**config.mk**
```make
export PLATFORM = sky130hd
export DESIGN_NAME = clken_gen
export DESIGN_NICKNAME = d
export VERILOG_FILES = /design/src/rtl/clken_gen.sv
export SDC_FILE = /design/constraint.sdc
export NUM_CORES = 1
export LEC_CHECK = 0
export CAP_MARGIN = 20
export CORE_UTILIZATION = 49
export DETAILED_ROUTE_END_ITERATION = 7
export PLACE_DENSITY = 0.77
export SKIP_CTS_REPAIR_TIMING = 1
export SLEW_MARGIN = 10
export SYNTH_ARGS = -nofsm -noshare
export SYNTH_HDL_FRONTEND = slang
export SYNTH_SLANG_ARGS = --single-unit
```
**constraint.sdc**
```tcl
create_clock -name clk -period 3.2 [get_ports clk]
set_clock_uncertainty 0.05 [all_clocks]
set_input_delay 0.96 -clock clk [delete_from_list [all_inputs] [get_ports clk]]
set_output_delay 0.96 -clock clk [all_outputs]
set_load 0.1 [all_outputs]
```
**src/rtl/clken_gen.sv**
```systemverilog
// clken_gen: qualifies PLL lock, then drives NCH programmable clock-enable strobes and 50% levels.
// Define CLKEN_FRAC_EN to replace the integer dividers with DIVW-bit phase accumulators.
module clken_gen #(
  parameter int unsigned NCH         = 4,
  parameter int unsigned DIVW        = 16,
  parameter int unsigned LOCK_CYCLES = 1024,
  parameter int unsigned DIV_INIT    = 2
) (
  input  logic                                    clk,
  input  logic                                    rst_n,
  input  logic                                    locked,
  input  logic                                    sync,
  input  logic                                    cfg_we,
  input  logic [((NCH > 1) ? $clog2(NCH) : 1)-1:0] cfg_ch,
  input  logic [DIVW-1:0]                         cfg_div,
  output logic                                    ready,
  output logic [NCH-1:0]                          ce,
  output logic [NCH-1:0]                          lvl
);
  localparam int unsigned LCW = $clog2(LOCK_CYCLES + 1);

  typedef enum logic {WAIT_LOCK, RUN} state_t;

  state_t          state, state_nxt;
  logic [LCW-1:0]  lock_cnt, lock_cnt_nxt;
  logic            ready_nxt;
  logic [NCH-1:0]  ce_nxt, lvl_nxt;
  logic [DIVW-1:0] shadow [NCH];
  logic [DIVW-1:0] shadow_nxt [NCH];
  logic [DIVW-1:0] div [NCH];
  logic [DIVW-1:0] div_nxt [NCH];
  logic [DIVW-1:0] cnt [NCH];
  logic [DIVW-1:0] cnt_nxt [NCH];
`ifdef CLKEN_FRAC_EN
  logic [DIVW:0]   acc_sum [NCH];
`endif

  // Next-state, counter and output logic
  always_comb begin
    state_nxt    = state;
    lock_cnt_nxt = lock_cnt;
    ready_nxt    = ready;
    ce_nxt       = '0;
    lvl_nxt      = lvl;
    shadow_nxt   = shadow;
    div_nxt      = div;
    cnt_nxt      = cnt;
`ifdef CLKEN_FRAC_EN
    for (int i = 0; i < NCH; i++) begin
      acc_sum[i] = {1'b0, cnt[i]} + {1'b0, div[i]};
    end
`endif

    if (cfg_we && (32'(cfg_ch) < NCH)) begin
      shadow_nxt[cfg_ch] = cfg_div;
    end
`ifdef CLKEN_FRAC_EN
    // increments track the shadow every cycle; no wrap boundary to wait for
    div_nxt = shadow_nxt;
`endif

    case (state)
      WAIT_LOCK: begin
        ready_nxt = 1'b0;
        div_nxt   = shadow_nxt;
        for (int i = 0; i < NCH; i++) begin
          cnt_nxt[i] = '0;
        end
        if (!locked) begin
          lock_cnt_nxt = '0;
        end else if (lock_cnt == LCW'(LOCK_CYCLES - 1)) begin
          state_nxt = RUN;
          ready_nxt = 1'b1;
        end else begin
          lock_cnt_nxt = lock_cnt + LCW'(1);
        end
      end
      RUN: begin
        if (!locked) begin
          state_nxt    = WAIT_LOCK;
          ready_nxt    = 1'b0;
          lock_cnt_nxt = '0;
          lvl_nxt      = '0;
          for (int i = 0; i < NCH; i++) begin
            cnt_nxt[i] = '0;
          end
        end else if (sync) begin
          lvl_nxt = '0;
          div_nxt = shadow_nxt;
          for (int i = 0; i < NCH; i++) begin
            cnt_nxt[i] = '0;
          end
        end else begin
          for (int i = 0; i < NCH; i++) begin
`ifdef CLKEN_FRAC_EN
            cnt_nxt[i] = acc_sum[i][DIVW-1:0];
            ce_nxt[i]  = acc_sum[i][DIVW];
            lvl_nxt[i] = lvl[i] ^ acc_sum[i][DIVW];
`else
            // a divider of 0 behaves as 1: every cycle is a wrap
            if ((div[i] == '0) || (cnt[i] == div[i] - DIVW'(1))) begin
              cnt_nxt[i] = '0;
              ce_nxt[i]  = 1'b1;
              lvl_nxt[i] = ~lvl[i];
              div_nxt[i] = shadow[i];
            end else begin
              cnt_nxt[i] = cnt[i] + DIVW'(1);
            end
`endif
          end
        end
      end
      default: state_nxt = WAIT_LOCK;
    endcase
  end

  // State and output registers
  always_ff @(posedge clk) begin
    if (!rst_n) begin
      state    <= WAIT_LOCK;
      lock_cnt <= '0;
      ready    <= 1'b0;
      ce       <= '0;
      lvl      <= '0;
      for (int i = 0; i < NCH; i++) begin
        shadow[i] <= DIVW'(DIV_INIT);
        div[i]    <= DIVW'(DIV_INIT);
        cnt[i]    <= '0;
      end
    end else begin
      state    <= state_nxt;
      lock_cnt <= lock_cnt_nxt;
      ready    <= ready_nxt;
      ce       <= ce_nxt;
      lvl      <= lvl_nxt;
      shadow   <= shadow_nxt;
      div      <= div_nxt;
      cnt      <= cnt_nxt;
    end
  end

endmodule

```
==> impl_results.md, run 1 <==
- WL/cell: 15.9 um
- Area post-placement: roughly 12000 um2
- CP Capture Type: register
- Number of inserted diodes: 0
- Final nets: ~1500
- Sum of net half-perimeters after detailed placement: 19900 um
- WP buf/inv: 3
- Total power: ~5.8 mW
- Sum of routed wire length over all layers: 28100 um
- Vias after detailed routing: about 10000
- Warnings from Yosys: 0
- FF-to-FF Start: div[52]
- Antenna-violating nets left: 0
- Commonest non-fill, non-tap cells in the layout: sky130_fd_sc_hd__nand2_1, sky130_fd_sc_hd__dfxtp_1, sky130_fd_sc_hd__nor2_1, sky130_fd_sc_hd__nand3_1, sky130_fd_sc_hd__buf_4
- Critical Path Start Type: register
- Clock Root Buffer: sky130_fd_sc_hd__clkbuf_16
- Critical path's top delay family: compound AO/OA/AOI/OAI gates
- I/O Pins: 32
- Critical path's slowest cell: sky130_fd_sc_hd__or4_1
- Setup repair after global routing missed its margin: true
- Main combinational cell family by area after synthesis: simple AND/OR/NAND/NOR gates
- CTS H-Tree Depth: 1
- Bufs on Longest Clock Path: 3
- Worst-Margin Slew: approximately 0.64 ns
- Non-filler instance count after layout: between 1500 and 2000
- Number of distinct library cell variants in the gate-level netlist after synthesis: 73
- Number of filler cells placed in the layout: between 2000 and 2500
- Number of flip-flops and latches in the synthesized netlist: roughly 210
- Global-route wire length before repair: 45700 um
- Die span in y: roughly 150 um
- Number of rows in the core area: 55
- Fin crit period: 3.07 ns
- Adder-cell share of the synthesized area: 0.00985
- Number of failing hold endpoints at the final stage: 0
- Overflow after GRT: 0
- Final core area utilization: 0.574
- Synthesis-to-finish area growth: 14.3%
- Fraction of the mapped netlist area in compound gates: 0.139
- Power density over the cells: 443 nW/um2
- Required time at the worst-slack endpoint: 3.57 ns
- Status: finished clean
- Post-synth design cell area: 11400 um2
- Largest net degree at the start of global routing: 40
- Final weighted congestion of routability-driven global placement: 0.919
- Syn_area_per_cell: 8.11 um2
- Peak supply drop: 277 uV
- Gate count of the mapped netlist: about 1400
- Stage delay of the slowest cell on the critical path: 0.55 ns
- Maximum fanout count along the critical path: 10
- Sinks on Clock Net: 213
- Post-route clock period utilization: 0.960
- Total routing resource utilization after global routing: 0.231
- Most common cell after layout, fill and taps aside: sky130_fd_sc_hd__nand2_1
- Post-synthesis mux area share: 0.0624
- Count of buffers from port buffering: 31
- Fraction of layout cells with a size suffix above 1: 0.130
- Core area: ~23000 um2
- Finished layout cell area: 13100 um2
- Class of the tightest hold or removal check: reg2reg
- Total CTS buffers: 23
- Total count of max-transition violations in the final report: 0
- Data arrival time of the worst path: approximately 3.4 ns
- Hold_sp: shadow[30]
- Slew headroom: 0.572
- Leakage power figure: a little under 5 nW
- Post-CTS clock slew at the launch and capture registers of the worst setup and hold paths: 0.06 ns
- Die area: around 24000 um2
- Count of endpoints failing setup in the final report: 0
- First-pass iteration count of the detailed router: 5
- Syn_nets: ~1400
- Number of antenna violations at the first check in global routing: 0
- CTS tree: yes
- R2R setup slack: 0.13 ns
- Fmax: 326 MHz
- Xor and xnor area share after synthesis: 0.105
- Sequential share of the synthesized area: 0.373
- Max Cap Violations: 0
- Proportion of register bits with asynchronous set or reset after synthesis: 0
- Initial core utilization: 0.502
- Worst Path Class, Setup: reg2reg
- EDFF count, synth: 0
- Fraction of the mapped netlist area in simple logic gates: 0.266
- Start point of the critical path: div[52]
- Critical path cell sequence: or4_1 -> buf_4 -> o311ai_0 -> o311ai_0 -> o31ai_1 -> nor4b_4 -> buf_4 -> o311ai_4 -> clkbuf_16 -> nand3_1 -> o31ai_2
- Vias in the first global route: 9304
- Violation count after the first detailed-routing iteration: roughly 850
- Via count normalized by instance count: about 5.7
- Most used DFF post-synth: sky130_fd_sc_hd__dfxtp_1
- Die extent in x: roughly 150 um
- # DRC: 0
- Latest clock arrival within the worst-skew pair: 0.50 ns
- Cell Count Post-Placement: 1720
==> worst min-delay path, cell delays in order (launching register included) <==
cell                      delay (ns)
sky130_fd_sc_hd__dfxtp_1        0.30
sky130_fd_sc_hd__nand2_1        0.05
sky130_fd_sc_hd__a21oi_1        0.05
==> layer usage <==
metal  up-vias  part of all wire  track usage
met5         -                 0            0
met4         0             0.024       0.0754
met3        52             0.051       0.0325
met2       219              0.47        0.384
met1      4794              0.46        0.307
li1       4996                 -            -
==> cells in the mapped netlist, types with 8 or more instances <==
cell type | n | area, um2
sky130_fd_sc_hd__a21oi_1 | 72 | 360
sky130_fd_sc_hd__a311oi_1 | 17 | 149
sky130_fd_sc_hd__a31oi_1 | 12 | 75.1
sky130_fd_sc_hd__and3_1 | 23 | 144
sky130_fd_sc_hd__buf_2 | 8 | 40.0
sky130_fd_sc_hd__clkbuf_1 | 82 | 308
sky130_fd_sc_hd__dfxtp_1 | 213 | 4260
sky130_fd_sc_hd__ha_1 | 9 | 113
sky130_fd_sc_hd__inv_1 | 17 | 63.8
sky130_fd_sc_hd__mux2_2 | 18 | 203
sky130_fd_sc_hd__mux2i_1 | 51 | 510
sky130_fd_sc_hd__nand2_1 | 218 | 818
sky130_fd_sc_hd__nand3_1 | 82 | 410
sky130_fd_sc_hd__nand4_1 | 17 | 106
sky130_fd_sc_hd__nor2_1 | 148 | 556
sky130_fd_sc_hd__nor2b_1 | 11 | 68.8
sky130_fd_sc_hd__nor3_1 | 34 | 170
sky130_fd_sc_hd__nor3b_1 | 8 | 60.1
sky130_fd_sc_hd__nor4_1 | 14 | 87.6
sky130_fd_sc_hd__o21ai_0 | 31 | 155
sky130_fd_sc_hd__o31ai_1 | 18 | 135
sky130_fd_sc_hd__o31ai_2 | 14 | 175
sky130_fd_sc_hd__or3_1 | 17 | 106
sky130_fd_sc_hd__or4_1 | 16 | 120
sky130_fd_sc_hd__xnor2_1 | 67 | 587
sky130_fd_sc_hd__xor2_1 | 70 | 613
==> through the flow <==
stage | hold slack, ns | setup TNS [ns] | setup WS, ns
floorplan | 0.382 | 0 | 0.124
global placement | 0.389 | 0 | 0.0790
detailed placement | 0.394 | 0 | 0.00771
CTS | 0.403 | -0.0346 | -0.0111
global route | 0.423 | -0.219 | -0.0355
finish | 0.402 | 0 | 0.129
==> cell type report <==
type | instances | area, um2 | area share
well taps | 313 | 392 | 0.0300
multi-input cells | 1077 | 6770 | 0.518
inverters | 18 | 68.8 | 0.00526
clock inverters | 4 | 20.0 | 0.00153
repair buffers | 104 | 895 | 0.0684
flip-flops and latches | 213 | 4260 | 0.326
clock buffers | 33 | 663 | 0.0507
==> cell families after synthesis <==
logic type / count (synthesis)
AND/OR/NAND/NOR: 636
multiplexers: 69
XOR/XNOR: 137
adder cells (fa/ha/maj): 9
flip-flops: 213
buffers and inverters: 121
AO/OA/AOI/OAI: 225
==> state kept, by name (all words and copies together), names as in the netlist <==
name and count:
cnt 64, div 64, shadow 64, lock_cnt 11, ce 4, lvl 4
ready 1, state 1
==> final timing paths <==
check | cells past startpoint | end
setup / recovery | 11 | div[55]
hold reg to reg | 2 | shadow[30]
hold / removal | 2 | shadow[30]
setup reg to reg | 11 | div[55]
==> where the power goes <==
part           switching, mW  leakage [nW]  internal (mW)  total, mW
clock network           1.03         0.341           1.42       2.45
logic                  0.332          2.74          0.242      0.574
registers             0.0509          1.73           2.71       2.76
total                   1.41          4.80           4.37       5.79
Note: power is estimated with default switching activity, not from simulation.
==> run 2: changes to the inputs <==
--- a/config.mk
+++ b/config.mk
@@ -5,10 +5,13 @@
 export SDC_FILE = /design/constraint.sdc
 export NUM_CORES = 1
 export LEC_CHECK = 0
-export CAP_MARGIN = 20
-export CORE_UTILIZATION = 49
+export ABC_AREA = 0
+export CAP_MARGIN = 30
+export CELL_PAD_IN_SITES_DETAIL_PLACEMENT = 1
+export CELL_PAD_IN_SITES_GLOBAL_PLACEMENT = 1
+export CORE_UTILIZATION = 43
 export DETAILED_ROUTE_END_ITERATION = 7
-export PLACE_DENSITY = 0.77
+export PLACE_DENSITY = 0.86
 export SKIP_CTS_REPAIR_TIMING = 1
 export SLEW_MARGIN = 10
 export SYNTH_ARGS = -nofsm -noshare
==> run 2 against run 1 <==
Net effect: flip-flop and latch count stayed put; sequential power hardly changed; global-route usage is 1.4 points higher; cell area is 1.7% higher; routed wire length rose by 20%; total power is 8.0% higher; final cell count is 1.4% higher; clock-buffer cell count increased by 1; worst hold slack improved by 0.0034 ns; clock power rose by 18%; first-iteration DRC count decreased by 39%; critical endpoint is now div[43]; largest power group is now the clock network; highest routed layer unchanged.
==> impl_results.md, run 2 (synthesis gave the netlist of run 1 again) <==
- FF-to-FF Start: div[34]
- # DRC: 0 (unchanged)
- Peak supply drop: 399 uV (+44%)
- Class of the tightest hold or removal check: reg2reg
- Slew headroom: 0.501 (-0.0715)
- Number of rows in the core area: 59 (+7.3%)
- Summed negative setup slack over all endpoints: 0 ns (unchanged)
- Maximum fanout count along the critical path: 18 (+8)
- Via count normalized by instance count: 5.83 (+2.1%)
- Fraction of layout cells with a size suffix above 1: 0.137 (+0.00662)
- Commonest non-fill, non-tap cells in the layout: sky130_fd_sc_hd__nand2_1, sky130_fd_sc_hd__dfxtp_1, sky130_fd_sc_hd__nor2_1, sky130_fd_sc_hd__nand3_1, sky130_fd_sc_hd__buf_4
- Max Cap Violations: 0 (unchanged)
- Critical Path Start Type: register
- Total routing resource utilization after global routing: 0.244 (+0.0137)
- Vias after detailed routing: 10400 (+3.5%)
- R2R setup slack: 0.14 ns (about the same)
- I/O Pins: 32 (unchanged)
- Clock Root Buffer: sky130_fd_sc_hd__clkbuf_16
- Number of cells on the worst reg-to-reg path: 8 (-3)
- Number of failing hold endpoints at the final stage: 0 (unchanged)
- Setup repair after global routing missed its margin: true
- Core area: 26100 um2 (+14%)
- Worst Path Class, Setup: reg2reg
- Power density over the cells: 470 nW/um2 (+6.3%)
- Final nets: 1469 (unchanged)
- Internal power consumption: 4.72 mW (+8.0%)
- First-pass iteration count of the detailed router: 5 (unchanged)
- Leakage power figure: 4.89 nW (+1.8%)
- Total count of max-transition violations in the final report: 0 (unchanged)
- Most common cell after layout, fill and taps aside: sky130_fd_sc_hd__nand2_1
- Vias in the first global route: 10900 (+17%)
- Die extent in x: 165 um (+6.7%)
- Die area: 27200 um2 (+14%)
- Number of antenna violations at the first check in global routing: 0 (unchanged)
- Count of endpoints failing setup in the final report: 0 (unchanged)
- CTS H-Tree Depth: 1 (unchanged)
- Bufs on Longest Clock Path: 3 (unchanged)
- WL/cell: 18.9 um (+19%)
- Initial core utilization: 0.439 (-0.0632)
- Share of power burned in the clock network: 0.461 (+0.037)
- Fin crit period: 3.06 ns (-0.0117 ns)
- Last element of the critical path: div[43]
- CP Capture Type: register
- Overflow after GRT: 0 (unchanged)
- Reg power frac: 0.442 (-0.035)
- Post-route clock period utilization: 0.956 (-0.00364)
- Data arrival time of the worst path: 3.43 ns (about the same)
- Power share of the combinational group: 0.097 (-0.002)
- Required time at the worst-slack endpoint: 3.57 ns (about the same)
- Post-placement worst setup slack: -0.0802 ns (-0.0879 ns)
- Status: finished clean
- Global-route wire length before repair: 54000 um (+18%)
- Start point of the critical path: div[34]
- Violation count after the first detailed-routing iteration: 521 (-39%)
- Total power: 6.25 mW (+8.0%)
- Sum of routed wire length over all layers: 33800 um (+20%)
- Number of inserted diodes: 0 (unchanged)
- Count of buffers from port buffering: 31 (unchanged)
- Final weighted congestion of routability-driven global placement: 0.874 (-4.8%)
- R2r endpoint: div[43]
- Latest clock arrival within the worst-skew pair: 0.53 ns (+0.03 ns)
- Synthesis-to-finish area growth: 16.3%
- Largest registers in the final layout: cnt (64), div (64), shadow (64)
- Fmax: 327 MHz (+0.38%)
- Die span in y: 165 um (+6.7%)
- CTS tree: yes
- Worst-Margin Slew: 0.749 ns (+0.109 ns)
- Sum of net half-perimeters after detailed placement: 23500 um (+18%)
- Sw Share: 0.244 (about the same)
- Antenna-violating nets left: 0 (unchanged)
- Sinks on Clock Net: 213 (unchanged)
- Crit path setup slack, layout: 0.141 ns (+0.0117 ns)
- Largest net degree at the start of global routing: 72 (+80%)
- Switching power: 1.53 mW (+8.0%)
- Post-CTS clock slew at the launch and capture registers of the worst setup and hold paths: 0.06 ns (about the same)
- Total CTS buffers: 24 (+4.3%)
## run 2: cell count changes in the layout (fill, tap and decap cells not counted), sizes merged
| cell | delta |
|---|---|
| clkbuf | -1 |
| buf | +1 |
| bufinv | +3 |
## run 2: critical path, stage by stage, from the launching register on
cell,delay (ns)
sky130_fd_sc_hd__dfxtp_1,0.41
sky130_fd_sc_hd__or4_1,0.60
sky130_fd_sc_hd__or4_1,0.55
sky130_fd_sc_hd__a31oi_1,0.27
sky130_fd_sc_hd__o22ai_1,0.16
sky130_fd_sc_hd__nor4b_2,0.29
sky130_fd_sc_hd__o21ai_2,0.15
sky130_fd_sc_hd__buf_6,0.22
sky130_fd_sc_hd__o31ai_2,0.26
## run 2: area by class of cell
type                    count  area (um2)
clock buffers              34         709
clock inverters             7         110
fillers                  3115       12800
inverters                  18        68.8
multi-input cells        1077        6820
flip-flops and latches    213        4260
well taps                 335         419
repair buffers            103         902
## run 2: worst min-delay path by stage
stage	from	endpoint	slack (ns)	cells past startpoint
after floorplan	shadow[32]	shadow[32]	0.38	2
after global placement	shadow[15]	shadow[15]	0.39	2
after detailed placement	shadow[18]	shadow[18]	0.40	2
after CTS	shadow[34]	shadow[34]	0.41	2
after global routing	shadow[11]	shadow[11]	0.43	2
final	shadow[34]	shadow[34]	0.40	2
## run 2: metrics by stage
step | util | std cells | cell area [um2] | hold slack, ns
after floorplan | - | 1410 | 11400 | 0.382
after global placement | 0.473 | 1744 | 12300 | 0.389
after detailed placement | 0.473 | 1744 | 12300 | 0.397
after CTS | 0.504 | 1785 | 13100 | 0.408
after global routing | 0.510 | 1787 | 13300 | 0.428
final | 0.510 | 1787 | 13300 | 0.405
## run 2: metal layers
metal / track usage / part of all wire / vias up
met1: 0.288 / 0.43 / 5142
met5: 0 / 0 / -
met3: 0.0382 / 0.039 / 86
met2: 0.443 / 0.50 / 193
met4: 0.0905 / 0.033 / 0
li1: - / - / 4994
## run 2: power groups by stage
stage	sequential, mW	combinational (mW)	clock (mW)
2_1_floorplan	2.80	0.395	0
6_report	2.76	0.604	2.88
3_5_place_dp	2.82	0.571	0
3_3_place_gp	2.81	0.550	0
4_1_cts	2.76	0.579	2.95
5_1_grt	2.77	0.655	3.05
==> run 3: changes to the inputs <==
--- a/config.mk
+++ b/config.mk
@@ -10,6 +10,7 @@
 export CELL_PAD_IN_SITES_DETAIL_PLACEMENT = 1
 export CELL_PAD_IN_SITES_GLOBAL_PLACEMENT = 1
 export CORE_UTILIZATION = 43
+export CTS_CLUSTER_DIAMETER = 40
 export DETAILED_ROUTE_END_ITERATION = 7
 export PLACE_DENSITY = 0.86
 export SKIP_CTS_REPAIR_TIMING = 1
==> run 3 against run 2 <==
Net effect: fmax grew 0.65%; sequential share of layout area down 1.0 points; core utilization increased by 1.7 points; die area unchanged; register-to-register slack improved by 0.02 ns; flip-flop and latch count is the same; setup slack better by 0.020 ns; total power grew 18%; combinational power grew 0.8%; critical path depth stayed put; routed wire length grew 2.5%; critical path type unchanged; largest power group unchanged.
==> impl_results.md, run 3 (synthesis gave the netlist of run 1 again) <==
- Data arrival time of the worst path: 3.40 ns (-0.03 ns)
- R2R setup slack: 0.16 ns (+0.02 ns)
- # DRC: 0 (unchanged)
- Peak supply drop: 440 uV (+10%)
- Vias after detailed routing: 10500 (+1.2%)
- Latest clock arrival within the worst-skew pair: 0.52 ns (about the same)
- Fin crit period: 3.04 ns (-0.0197 ns)
- Critical path's top delay family: simple AND/OR/NAND/NOR gates
- Total power: 7.40 mW (+18%)
- Sum of routed wire length over all layers: 34700 um (+2.5%)
- Total CTS buffers: 37 (+54%)
- FF-to-FF Start: div[34]
- Vias in the first global route: 11100 (+1.5%)
- Required time at the worst-slack endpoint: 3.56 ns (about the same)
- Bufs on Longest Clock Path: 3 (unchanged)
- Post-placement worst setup slack: -0.0802 ns (unchanged)
- I/O Pins: 32 (unchanged)
- Number of filler cells placed in the layout: 3063 (-1.7%)
- Number of cells on the worst hold path: 2 (unchanged)
- Class of the tightest hold or removal check: reg2reg
- Clock Root Buffer: sky130_fd_sc_hd__clkbuf_16
- WP buf/inv: 1 (unchanged)
- Hold_sp: shadow[34]
- CTS tree: yes
- Synthesis-to-finish area growth: 20.0%
- Cell Count Post-Placement: 1744 (unchanged)
- Stage delay of the slowest cell on the critical path: 0.60 ns (about the same)
- Sinks on Clock Net: 213 (unchanged)
- Die span in y: 165 um (unchanged)
- Largest net degree at the start of global routing: 72 (unchanged)
- Max Cap Violations: 0 (unchanged)
- Slew headroom: 0.491 (-0.00998)
- Status: finished clean
- Count of buffers from port buffering: 31 (unchanged)
- Critical path cell sequence: or4_1 -> or4_1 -> a31oi_1 -> o22ai_1 -> nor4b_2 -> o21ai_2 -> buf_6 -> o31ai_1
- Most common cell after layout, fill and taps aside: sky130_fd_sc_hd__nand2_1
- Number of cells on the worst reg-to-reg path: 8 (unchanged)
- Post-route clock period utilization: 0.950 (-0.00615)
- Final nets: 1481 (+0.82%)
- Fmax: 329 MHz (+0.65%)
- Die extent in x: 165 um (unchanged)
- Antenna-violating nets left: 0 (unchanged)
- Number of inserted diodes: 0 (unchanged)
- Finished layout cell area: 13700 um2 (+3.2%)
- Critical path's slowest cell: sky130_fd_sc_hd__or4_1
- Count of endpoints failing setup in the final report: 0 (unchanged)
- Global-route wire length before repair: 54500 um (+0.92%)
- R2r endpoint: div[46]
- Overflow after GRT: 0 (unchanged)
- Number of failing hold endpoints at the final stage: 0 (unchanged)
- Commonest non-fill, non-tap cells in the layout: sky130_fd_sc_hd__nand2_1, sky130_fd_sc_hd__dfxtp_1, sky130_fd_sc_hd__nor2_1, sky130_fd_sc_hd__nand3_1, sky130_fd_sc_hd__buf_4
- Leakage power figure: 5.08 nW (+3.9%)
- Area post-placement: 12300 um2 (unchanged)
- Number of rows in the core area: 59 (unchanged)
- Crit path top cell by count: sky130_fd_sc_hd__or4_1
- Worst-Margin Slew: 0.764 ns (+0.0150 ns)
- Fraction of layout cells with a size suffix above 1: 0.152 (+0.0146)
- CP Capture Type: register
- Worst Path Class, Setup: reg2reg
- Number of antenna violations at the first check in global routing: 0 (unchanged)
- First-pass iteration count of the detailed router: 5 (unchanged)
- Die area: 27200 um2 (unchanged)
- Total routing resource utilization after global routing: 0.248 (+0.00396)
- Terminating pin of the worst hold path: shadow[34]
- Crit path setup slack, layout: 0.160 ns (+0.0197 ns)
- WL/cell: 19.1 um (+1.1%)
- Core area: 26100 um2 (unchanged)
- CTS H-Tree Depth: 2 (+1)
- Violation count after the first detailed-routing iteration: 564 (+8.3%)
- Post-CTS clock slew at the launch and capture registers of the worst setup and hold paths: 0.05 ns (about the same)
- Maximum fanout count along the critical path: 18 (unchanged)
- Non-filler instance count after layout: 1812 (+1.4%)
- Final core area utilization: 0.527 (+0.0165)
- Critical Path Start Type: register
- Largest registers in the final layout: cnt (64), div (64), shadow (64)
- Total count of max-transition violations in the final report: 0 (unchanged)
- Via count normalized by instance count: 5.82 (-0.15%)
- Power density over the cells: 539 nW/um2 (+15%)
- Sum of net half-perimeters after detailed placement: 23500 um (unchanged)
- Final weighted congestion of routability-driven global placement: 0.874 (unchanged)
- Initial core utilization: 0.439 (unchanged)
## run 3: cell count changes in the layout (fill, tap and decap cells not counted), sizes merged
cell,delta
clkinv,+3
clkbuf,+7
clkinvlp,+4
bufinv,+1
inv,+11
buf,-1
## run 3: final cells by class
class | instances | area, um2 | area share
inverters | 18 | 68.8 | 0.00502
repair buffers | 102 | 895 | 0.0652
well taps | 335 | 419 | 0.0305
clock inverters | 26 | 307 | 0.0223
flip-flops and latches | 213 | 4260 | 0.311
multi-input cells | 1077 | 6810 | 0.496
clock buffers | 41 | 961 | 0.0700
## run 3: routing by layer
layer / wire length [um] / global-route usage / vias up
met5: 0 / 0 / -
met4: 1170 / 0.108 / 0
met3: 1410 / 0.0507 / 84
met2: 17300 / 0.436 / 175
met1: 14800 / 0.291 / 5261
li1: - / - / 5025
## run 3: report_power, final
group	leakage (nW)	total (mW)	switching (mW)	internal, mW
registers	1.73	2.77	0.0541	2.71
logic	2.74	0.609	0.364	0.245
clock network	0.610	4.03	1.48	2.55
total	5.08	7.40	1.90	5.50
## run 3: through the flow
stage               setup TNS [ns]  hold WS, ns
floorplan                        0        0.382
global placement            -0.493        0.389
detailed placement           -1.16        0.397
CTS                          -1.91        0.407
global route                -0.391        0.418
finish                           0        0.405
## run 3: worst max path at each step
stage / from / end / slack [ns] / cells past startpoint
2_1_floorplan: cfg_ch[0] / div[41] / 0.12 / 8
3_3_place_gp: div[48] / div[51] / -0.04 / 12
3_5_place_dp: div[48] / div[53] / -0.08 / 12
4_1_cts: div[48] / div[53] / -0.12 / 12
5_1_grt: div[48] / div[51] / -0.05 / 12
6_report: div[34] / div[46] / 0.16 / 8
## run 3: tightest hold or removal path, stage by stage (launching register included)
cell and delay [ns]:
sky130_fd_sc_hd__dfxtp_1 0.30, sky130_fd_sc_hd__nand2_1 0.05, sky130_fd_sc_hd__a21oi_1 0.05
